===== config.mk =====
export PLATFORM = sky130hd
export DESIGN_NAME = led_alarm_seq
export DESIGN_NICKNAME = d
export VERILOG_FILES = /design/src/rtl/led_alarm_pkg.sv /design/src/rtl/led_alarm_seq_timer.sv /design/src/rtl/led_alarm_seq.sv
export SDC_FILE = /design/constraint.sdc
export NUM_CORES = 1
export LEC_CHECK = 0
export CAP_MARGIN = 20
export CORE_ASPECT_RATIO = 1.5
export CORE_MARGIN = 2
export CORE_UTILIZATION = 35
export CTS_CLUSTER_SIZE = 10
export DETAILED_ROUTE_END_ITERATION = 8
export GPL_ROUTABILITY_DRIVEN = 0
export SLEW_MARGIN = 20
export SYNTH_ARGS = -nofsm -noshare
export SYNTH_HDL_FRONTEND = slang
export SYNTH_SLANG_ARGS = --single-unit
export TNS_END_PERCENT = 5

===== constraint.sdc =====
create_clock -name clk -period 2.4 [get_ports clk]
set_input_delay 0.72 -clock clk [delete_from_list [all_inputs] [get_ports clk]]
set_output_delay 0.72 -clock clk [all_outputs]
set_load 0.005 [all_outputs]

===== src/rtl/led_alarm_pkg.sv =====
// led_alarm_pkg: shared types and constants for the alarm LED sequencer.
//   alarm_state_t : sequencer state encoding
//   MODE_*        : display mode encoding on the mode input
// Optional feature macro: LED_ALARM_SNOOZE_EN (adds the ST_SNOOZE state).
package led_alarm_pkg;

  typedef enum logic [1:0] {
    ST_IDLE  = 2'd0,
    ST_BLINK = 2'd1,
    ST_CHASE = 2'd2
`ifdef LED_ALARM_SNOOZE_EN
    ,
    ST_SNOOZE = 2'd3
`endif
  } alarm_state_t;

  localparam logic [1:0] MODE_BLINK = 2'd0;
  localparam logic [1:0] MODE_CHASE = 2'd1;
  localparam logic [1:0] MODE_ALT   = 2'd2;

endpackage


===== src/rtl/led_alarm_seq_timer.sv =====
// led_tick_timer: free-running tick counter with terminal hit.
//   clk, rst : clock, synchronous active-high reset
//   clr      : force count to 0 (wins over en)
//   en       : advance count; wraps to 0 after reaching MAX-1
//   count    : current count, W bits
//   hit      : count == MAX-1
module led_tick_timer #(
  parameter int unsigned MAX = 2,
  parameter int unsigned W   = $clog2(MAX + 1)
) (
  input  logic         clk,
  input  logic         rst,
  input  logic         clr,
  input  logic         en,
  output logic [W-1:0] count,
  output logic         hit
);

  logic [W-1:0] count_q;
  logic [W-1:0] count_d;

  assign hit   = (count_q == W'(MAX - 1));
  assign count = count_q;

  always_comb begin
    count_d = count_q;
    if (clr) begin
      count_d = '0;
    end else if (en) begin
      count_d = hit ? '0 : count_q + W'(1);
    end
  end

  always_ff @(posedge clk) begin
    if (rst) begin
      count_q <= '0;
    end else begin
      count_q <= count_d;
    end
  end

endmodule


===== src/rtl/led_alarm_seq.sv =====
// led_alarm_seq: alarm LED bar sequencer (blink / chase / alternate).
//   clk, rst : clock, synchronous active-high reset
//   start    : alarm request; rising edge starts or retriggers
//   stop     : rising edge silences the alarm (no done pulse)
//   mode     : 0 blink, 1 chase, 2 alternate, 3 as blink; sampled on start edge
//   snooze   : rising edge pauses the display (only with LED_ALARM_SNOOZE_EN)
//   led      : LED bar drive
//   active   : high in any non-idle state
//   done     : one-cycle pulse when the alarm duration expires
// Optional feature macro: LED_ALARM_SNOOZE_EN.
//
// state     | meaning
// ----------+--------------------------------------------------
// ST_IDLE   | alarm off, led dark, all timers held at 0
// ST_BLINK  | whole bar toggles every BLINK_TICKS clocks
// ST_CHASE  | single lit LED rotates left every STEP_TICKS clocks
// ST_SNOOZE | led dark for SNOOZE_TICKS, alarm timer keeps running
module led_alarm_seq
  import led_alarm_pkg::*;
#(
  parameter int unsigned N_LEDS       = 14,
  parameter int unsigned BLINK_TICKS  = 12_000_000,
  parameter int unsigned STEP_TICKS   = 6_000_000,
  parameter int unsigned PHASE_TICKS  = 48_000_000,
  parameter int unsigned ALARM_TICKS  = 500_000_000,
  parameter int unsigned SNOOZE_TICKS = 300_000_000
) (
  input  logic              clk,
  input  logic              rst,
  input  logic              start,
  input  logic              stop,
  input  logic [1:0]        mode,
`ifdef LED_ALARM_SNOOZE_EN
  input  logic              snooze,
`endif
  output logic [N_LEDS-1:0] led,
  output logic              active,
  output logic              done
);

  localparam int unsigned BLINK_W = $clog2(BLINK_TICKS + 1);
  localparam int unsigned STEP_W  = $clog2(STEP_TICKS + 1);
  localparam int unsigned PHASE_W = $clog2(PHASE_TICKS + 1);
  localparam int unsigned ALARM_W = $clog2(ALARM_TICKS + 1);

  alarm_state_t      state_q, state_d;
  logic [N_LEDS-1:0] led_q, led_d;
  logic [1:0]        mode_q, mode_d;
  logic              done_q, done_d;
  logic              start_q, stop_q;

  logic start_edge, stop_edge;
  logic [1:0] mode_norm;

  logic clr_all, clr_disp;
  logic blink_en, step_en, phase_en, alarm_en;
  logic blink_hit, step_hit, phase_hit, alarm_hit;

  logic [BLINK_W-1:0] blink_cnt_unused;
  logic [STEP_W-1:0]  step_cnt_unused;
  logic [PHASE_W-1:0] phase_cnt_unused;
  logic [ALARM_W-1:0] alarm_cnt_unused;

  function automatic alarm_state_t init_state(input logic [1:0] m);
    return (m == MODE_CHASE) ? ST_CHASE : ST_BLINK;
  endfunction

  function automatic logic [N_LEDS-1:0] init_led(input logic [1:0] m);
    return (m == MODE_CHASE) ? N_LEDS'(1) : {N_LEDS{1'b1}};
  endfunction

  assign start_edge = start & ~start_q;
  assign stop_edge  = stop & ~stop_q;
  // Mode 3 is folded onto blink at latch time so later decode never sees it.
  assign mode_norm  = ((mode == MODE_CHASE) || (mode == MODE_ALT)) ? mode : MODE_BLINK;

  assign blink_en = (state_q == ST_BLINK);
  assign step_en  = (state_q == ST_CHASE);
  assign phase_en = ((state_q == ST_BLINK) || (state_q == ST_CHASE)) && (mode_q == MODE_ALT);
  assign alarm_en = (state_q != ST_IDLE);

  led_tick_timer #(.MAX(BLINK_TICKS)) u_blink_tmr (
    .clk(clk), .rst(rst), .clr(clr_all | clr_disp), .en(blink_en),
    .count(blink_cnt_unused), .hit(blink_hit)
  );

  led_tick_timer #(.MAX(STEP_TICKS)) u_step_tmr (
    .clk(clk), .rst(rst), .clr(clr_all | clr_disp), .en(step_en),
    .count(step_cnt_unused), .hit(step_hit)
  );

  led_tick_timer #(.MAX(PHASE_TICKS)) u_phase_tmr (
    .clk(clk), .rst(rst), .clr(clr_all | clr_disp), .en(phase_en),
    .count(phase_cnt_unused), .hit(phase_hit)
  );

  led_tick_timer #(.MAX(ALARM_TICKS)) u_alarm_tmr (
    .clk(clk), .rst(rst), .clr(clr_all), .en(alarm_en),
    .count(alarm_cnt_unused), .hit(alarm_hit)
  );

`ifdef LED_ALARM_SNOOZE_EN
  localparam int unsigned SNOOZE_W = $clog2(SNOOZE_TICKS + 1);

  logic                snooze_q;
  logic                snooze_edge;
  logic                snooze_hit;
  logic [SNOOZE_W-1:0] snooze_cnt_unused;

  assign snooze_edge = snooze & ~snooze_q;

  // Wraps to 0 on its own hit, so it is already cleared when SNOOZE is next entered.
  led_tick_timer #(.MAX(SNOOZE_TICKS)) u_snooze_tmr (
    .clk(clk), .rst(rst), .clr(clr_all), .en(state_q == ST_SNOOZE),
    .count(snooze_cnt_unused), .hit(snooze_hit)
  );

  always_ff @(posedge clk) begin
    if (rst) begin
      snooze_q <= 1'b0;
    end else begin
      snooze_q <= snooze;
    end
  end
`endif

  always_comb begin
    state_d  = state_q;
    led_d    = led_q;
    mode_d   = mode_q;
    done_d   = 1'b0;
    clr_all  = 1'b0;
    clr_disp = 1'b0;

    if (state_q == ST_IDLE) begin
      clr_all = 1'b1;
      if (start_edge) begin
        mode_d  = mode_norm;
        state_d = init_state(mode_norm);
        led_d   = init_led(mode_norm);
      end
    end else if (stop_edge) begin
      state_d = ST_IDLE;
      led_d   = '0;
      clr_all = 1'b1;
    end else if (start_edge) begin
      mode_d  = mode_norm;
      state_d = init_state(mode_norm);
      led_d   = init_led(mode_norm);
      clr_all = 1'b1;
    end else if (alarm_hit) begin
      state_d = ST_IDLE;
      led_d   = '0;
      done_d  = 1'b1;
      clr_all = 1'b1;
`ifdef LED_ALARM_SNOOZE_EN
    end else if (state_q == ST_SNOOZE) begin
      if (snooze_hit) begin
        state_d  = init_state(mode_q);
        led_d    = init_led(mode_q);
        clr_disp = 1'b1;
      end
    end else if (snooze_edge) begin
      state_d  = ST_SNOOZE;
      led_d    = '0;
      clr_disp = 1'b1;
`endif
    end else if (phase_en && phase_hit) begin
      state_d  = (state_q == ST_BLINK) ? ST_CHASE : ST_BLINK;
      led_d    = (state_q == ST_BLINK) ? N_LEDS'(1) : {N_LEDS{1'b1}};
      clr_disp = 1'b1;
    end else if (blink_en && blink_hit) begin
      led_d = ~led_q;
    end else if (step_en && step_hit) begin
      led_d = {led_q[N_LEDS-2:0], led_q[N_LEDS-1]};
    end
  end

  always_ff @(posedge clk) begin
    if (rst) begin
      state_q <= ST_IDLE;
      led_q   <= '0;
      mode_q  <= MODE_BLINK;
      done_q  <= 1'b0;
      start_q <= 1'b0;
      stop_q  <= 1'b0;
    end else begin
      state_q <= state_d;
      led_q   <= led_d;
      mode_q  <= mode_d;
      done_q  <= done_d;
      start_q <= start;
      stop_q  <= stop;
    end
  end

  assign led    = led_q;
  assign active = (state_q != ST_IDLE);
  assign done   = done_q;

endmodule


==> results.py, run 1 <==
metrics = {
    "run_status": {
        "run_status": "finished, final reports clean",
    },
    "cts": {
        "cts_hold_buffers": 0,
        "cts.sinks": 123,
        "cts_tree": "done",
        "cts_buffers": 17,
        "clockBufferDepth": 2,
        "htree_levels": 4,
        "clk_latency_ns": 0.42,
        "post_cts_buffers": 0,
        "cts.clk_slew.worst_paths_ns": 0.06,
        "cts-root-buf": "clkbuf_16",
    },
    "global_route": {
        "grt_antenna_before_repair": 0,
        "gr-usage-all-layers": 0.1592,
        "grt_pass1_vias": 4992,
        "grt_max_degree": 33,
        "grt_pass1_wl_um": 22810,
        "overflow": 0,
    },
    "logic_synthesis": {
        "synth-warning-count": 0,
        "avgSynthCellArea_sq_um": 8.405,
        "synth-edff-count": 0,
        "synth_fp_nets": 715,
        "synth.distinct_cells": 58,
        "ys_ff_latch": 123,
        "ys_seq_area_frac": 0.4173,
        "synth.cell_area_sq_mm": 0.005901,
        "synthArstFlopShare": 0,
        "synth_flop_cell": "dfxtp_1",
        "synthCells": 702,
    },
    "min_path": {
        "hold_path.class": "flop to flop",
        "hold_start": "mode_q[1]",
    },
    "timing": {
        "finalHoldViolCount": 0,
        "layout_min_cycle_time_ns": 2.345,
        "finalMaxSlewViolations": 0,
        "setup_viol": 0,
        "finalCritPeriodShare": 0.9772,
        "max_freq_ghz": 0.4264,
        "tightest_slew_ns": 0.5236,
        "rsz0062_at_grt": "yes",
        "fin_skew_ns": 0.01210,
        "fin_hold_ws_ns": 0.4728,
        "slew_headroom": 0.6477,
    },
    "floorplan": {
        "rows": 58,
        "io_pins": 22,
        "fp.dieH_um": 163.0,
        "fp.dieW_um": 110.0,
        "start_util": 0.3551,
        "dieArea_sq_mm": 0.01794,
        "core_area_sq_mm": 0.01662,
    },
    "power_and_ir_drop": {
        "switching_power_uw": 1296,
        "pwr-share-clk": 0.478,
        "power_frac_seq": 0.418,
        "power_density_mw_per_mm2": 691.9,
        "combinationalPowerShare": 0.103,
        "vdd_drop_max_mv": 0.3415,
        "p_leak_uw": 0.002399,
        "p_int_uw": 3779,
        "netSwitchingFraction": 0.2554,
    },
    "worst_setup_path": {
        "slowest_stage": "or4_4",
        "cp.required_ns": 2.72,
        "critical_path_class": "flop to flop",
        "arrival_ns": 2.66,
        "critPathBufInv": 1,
        "crit_start": "u_step_tmr.count[17]",
        "cp-start-kind": "flop",
        "endpoint_kind": "flop",
        "r2r_start": "u_step_tmr.count[17]",
        "crit_family": "simple AND/OR/NAND/NOR gates",
        "worstPathMaxFanout": 14,
        "cpPeakStageDelay_ns": 0.58,
        "crit_path_cell_trace": "nand2_1, or3_4, or4_4, o21a_1, a21o_1, buf_12, a221oi_1",
    },
    "cells_and_area": {
        "finalNonFillerCells": 993,
        "drive_above_1_share": 0.1622,
        "fin_area_sq_mm": 0.007336,
        "nets": 783,
        "n_antenna_cell": 0,
        "area_growth_pct": 24.32,
        "layout_common_cells": "nor2_1, dfxtp_1, nand2_1, xor2_1, buf_4",
    },
    "detailed_routing": {
        "wl_um": 13110,
        "viasPerCell": 5.045,
        "first_pass_iters": 4,
        "ant_nets": 0,
        "remaining_drc_errors": 0,
        "vias": 5010,
        "drt_iter0_drc": 189,
        "avgRoutedWirePerCell_um": 13.20,
    },
    "place": {
        "place_inst": 961,
        "portBuffers": 21,
        "dp_hpwl_um": 9317,
        "placed_cell_area_sq_mm": 0.006703,
    },
    "run": {
        "cap_violations": 0,
    },
}
Yosys cell counts (all sizes together), types with 2 or more instances:
master  instances  area share
a21oi          30       0.025
a221oi         14       0.031
and2            2      0.0021
and3           11       0.012
and4            8       0.012
and4b           2      0.0034
buf             6      0.0070
clkbuf         21       0.014
dfxtp         123        0.42
ha              7       0.015
inv            29       0.018
mux2i           2      0.0034
nand2          53       0.034
nand2b          3      0.0032
nand3          30       0.026
nand3b          2      0.0025
nand4          32       0.036
nand4b          3      0.0045
nor2          117       0.074
nor2b          10       0.011
nor3           33       0.028
nor4           12       0.014
nor4b           2      0.0040
o211ai          2      0.0025
o21a            2      0.0025
o21ai          22       0.019
or2             3      0.0032
or3            11       0.012
or3b            2      0.0030
or4             3      0.0045
xnor2          36       0.053
xor2           53       0.079
metal layers:
layer / track usage / part of all wire / up-vias
li1: - / - / 2575
met1: 0.1825 / 0.43 / 2360
met2: 0.2780 / 0.53 / 58
met3: 0.03232 / 0.021 / 17
met4: 0.07365 / 0.019 / 0
met5: 0 / 0 / -
worst register-to-register path: stages, from the launching register on:
cell and delay [ns]:
dfxtp_1 0.37, nand2_1 0.09, or3_4 0.33, or4_4 0.58
o21a_1 0.25, a21o_1 0.19, buf_12 0.16, a221oi_1 0.28
power by group through the flow:
stage               clock network, uW  registers (uW)  logic, uW
detailed placement                  0            2170        519
CTS                              2490            2120        520
global route                     2580            2130        580
global placement                    0            2170        518
finish                           2430            2120        525
floorplan                           0            2160        292
through the flow:
stage / total power (uW) / setup WS (ns) / utilization / TNS (ns)
2_1_floorplan: 2454 / 0.03571 / - / 0
3_3_place_gp: 2685 / -0.3173 / 0.4033 / -24.04
3_5_place_dp: 2686 / -0.3538 / 0.4033 / -25.78
4_1_cts: 5134 / 0.03635 / 0.4377 / 0
5_1_grt: 5285 / 0.002125 / 0.4414 / 0
6_report: 5076 / 0.05464 / 0.4414 / 0
area by class of cell:
class                           instances  area (sq um)
Clock inverter                         15         141.4
Sequential cell                       123          2470
Timing Repair Buffer                   76         659.4
Multi-Input combinational cell        523          3268
Tap cell                              210         262.8
Inverter                               29         108.9
Clock buffer                           17         425.4
Fill cell                            1637          9283
final timing paths:
path	cells past startpoint	endpoint	slack, ns
hold / removal	2	mode_q[1]	0.47
setup reg to reg	7	led[2]	0.05
setup / recovery	7	led[2]	0.05
hold reg to reg	2	mode_q[1]	0.47
flip-flops by register name (all words and copies together), names as in the netlist:
| name | count |
|---|---|
| done | 1 |
| u_step_tmr.count | 23 |
| mode_q | 2 |
| stop_q | 1 |
| led | 14 |
| start_q | 1 |
| u_alarm_tmr.count | 29 |
| u_phase_tmr.count | 26 |
| u_blink_tmr.count | 24 |
| state_q | 2 |
kinds of logic after synthesis:
kind of cell | share of synthesized area
multiplexers | 0.003393
AND/OR/NAND/NOR | 0.2986
flip-flops | 0.4173
XOR/XNOR | 0.1321
adder cells (fa/ha/maj) | 0.01484
AO/OA/AOI/OAI | 0.09478
buffers and inverters | 0.03901
what timing repair did:
item | in CTS | in global routing
resized for setup | 4 | 15
pin swaps | 0 | 4
endpoints found under the setup margin | 1 | 53
No activity file was read; power rests on OpenSTA's default activity.
==> inputs of run 2 (changes only) <==
--- a/config.mk
+++ b/config.mk
@@ -8,7 +8,7 @@
 export CAP_MARGIN = 20
 export CORE_ASPECT_RATIO = 1.5
 export CORE_MARGIN = 2
-export CORE_UTILIZATION = 35
+export CORE_UTILIZATION = 45
 export CTS_CLUSTER_SIZE = 10
 export DETAILED_ROUTE_END_ITERATION = 8
 export GPL_ROUTABILITY_DRIVEN = 0
==> results.py, run 2 (synthesis results as in run 1) <==
metrics = {
    "run_status": {
        "run_status": "finished, final reports clean",
    },
    "global_route": {
        "grt_pass1_vias": 4914,
        "grt_antenna_before_repair": 0,
        "gr-usage-all-layers": 0.1879,
        "grt_pass1_wl_um": 21870,
        "grt_max_degree": 33,
        "overflow": 0,
    },
    "worst_setup_path": {
        "critical_path_class": "primary input to flop",
        "slowest_stage": "clkdlybuf4s50_1",
        "critPathBufInv": 2,
        "cp.required_ns": 2.74,
        "cp-start-kind": "primary input",
        "endpoint_kind": "flop",
        "arrival_ns": 2.64,
        "crit_family": "simple AND/OR/NAND/NOR gates",
        "crit_path_cell_trace": "clkdlybuf4s50_1, nand2b_1, nand2_1, or3_1, or3_4, o21bai_1, buf_12, nor2_1",
        "worstPathMaxFanout": 20,
        "cpPeakStageDelay_ns": 0.45,
    },
    "cts": {
        "cts.sinks": 123,
        "clockBufferDepth": 2,
        "cts_hold_buffers": 0,
        "cts_tree": "done",
        "cts.clk_slew.worst_paths_ns": 0.05,
        "cts-root-buf": "clkbuf_16",
        "cts_buffers": 17,
        "htree_levels": 4,
        "clk_latency_ns": 0.41,
    },
    "power_and_ir_drop": {
        "vdd_drop_max_mv": 0.4142,
        "p_leak_uw": 0.002379,
        "power_density_mw_per_mm2": 713.8,
    },
    "timing": {
        "finalCritPeriodShare": 0.9608,
        "rsz0062_at_grt": "yes",
        "layout_min_cycle_time_ns": 2.306,
        "fin_hold_ws_ns": 0.4842,
        "setup_viol": 0,
        "fin_skew_ns": 0.01173,
        "slew_headroom": 0.7263,
        "max_freq_ghz": 0.4337,
        "finalMaxSlewViolations": 0,
        "finalHoldViolCount": 0,
        "fin_tns_setup_ns": 0,
        "tightest_slew_ns": 0.4068,
    },
    "cells_and_area": {
        "n_antenna_cell": 0,
        "drive_above_1_share": 0.1377,
        "largest_reg_flops": 29,
        "area_growth_pct": 21.99,
        "layout_common_cells": "dfxtp_1, nor2_1, nand2_1, xor2_1, buf_4",
        "layout_commonest_cell": "dfxtp_1",
        "nets": 771,
    },
    "floorplan": {
        "io_pins": 22,
        "fp.dieH_um": 144.2,
        "fp.dieW_um": 97.50,
        "start_util": 0.4578,
        "rows": 51,
        "core_area_sq_mm": 0.01289,
        "dieArea_sq_mm": 0.01406,
    },
    "min_path": {
        "hold_path.class": "flop to flop",
    },
    "place": {
        "portBuffers": 21,
        "dp_hpwl_um": 9164,
    },
    "detailed_routing": {
        "avgRoutedWirePerCell_um": 13.89,
        "remaining_drc_errors": 0,
        "vias": 5038,
        "wl_um": 12900,
        "drt_iter0_drc": 217,
        "viasPerCell": 5.423,
        "ant_nets": 0,
        "first_pass_iters": 4,
    },
    "run": {
        "cap_violations": 0,
    },
}
-- run 2: changes by cell type in the layout (fill, tap and decap cells not counted), sizes merged --
cell,delta
clkinv,-1
inv,-4
clkbuf,+3
bufinv,+1
buf,-12
-- run 2: power by group --
group	leakage, uW	internal, uW	switching, uW
Clock	0.000272	1600	907
Combinational	0.00111	245	265
Sequential	0.000996	2090	32.2
-- run 2: path summary, 6_finish.rpt --
kind                       startpoint                  end  slack (ns)  cells past startpoint
setup / recovery                start  u_step_tmr.count[5]        0.09                      8
hold / removal    u_step_tmr.count[0]  u_step_tmr.count[0]        0.48                      2
setup reg to reg  u_step_tmr.count[1]               led[0]        0.14                      7
hold reg to reg   u_step_tmr.count[0]  u_step_tmr.count[0]        0.48                      2
-- run 2: per-layer routing --
layer,share of wire,vias up,GRT usage
met5,0,-,0
met2,0.52,82,0.3437
met1,0.43,2386,0.2103
met3,0.027,17,0.04157
met4,0.018,0,0.07822
li1,-,2553,-
-- run 2: tightest hold or removal path, cell delays in order (launching register included) --
cell and delay, ns:
dfxtp_2 0.33, nand2_1 0.06, a21oi_1 0.05
-- run 2: repair_timing --
| item | CTS | global route |
|---|---|---|
| setup buffers | 0 | 0 |
| endpoints found under the setup margin | 1 | 55 |
| pin swaps | 0 | 1 |
| resized for setup | 3 | 10 |
-- run 2: area by class of cell --
cell class              count  area (sq um)
flip-flops and latches    123          2466
fillers                  1222          5692
inverters                  29         108.9
repair buffers             64         594.3
multi-input cells         523          3243
well taps                 159         198.9
clock inverters            11         120.1
clock buffers              20         466.7
-- run 2: through the flow --
step           power, uW  worst slack, ns  area (sq um)  instances  utilization
3_3_place_gp        2671          -0.3416          6574        898       0.5100
6_report            5138          0.09412          7198        929       0.5584
3_5_place_dp        2679          -0.3909          6574        898       0.5100
2_1_floorplan       2454          0.03571          5901        702            -
5_1_grt             5318         -0.01052          7198        929       0.5584
4_1_cts             5182          0.02380          7162        929       0.5556
==> inputs of run 3 (changes only) <==
--- a/config.mk
+++ b/config.mk
@@ -9,6 +9,7 @@
 export CORE_ASPECT_RATIO = 1.5
 export CORE_MARGIN = 2
 export CORE_UTILIZATION = 45
+export CTS_BUF_LIST = sky130_fd_sc_hd__clkbuf_8 sky130_fd_sc_hd__clkbuf_16
 export CTS_CLUSTER_SIZE = 10
 export DETAILED_ROUTE_END_ITERATION = 8
 export GPL_ROUTABILITY_DRIVEN = 0
==> results of run 3 <==
No change in the layout: final DEF, timing and power equal those of run 2.
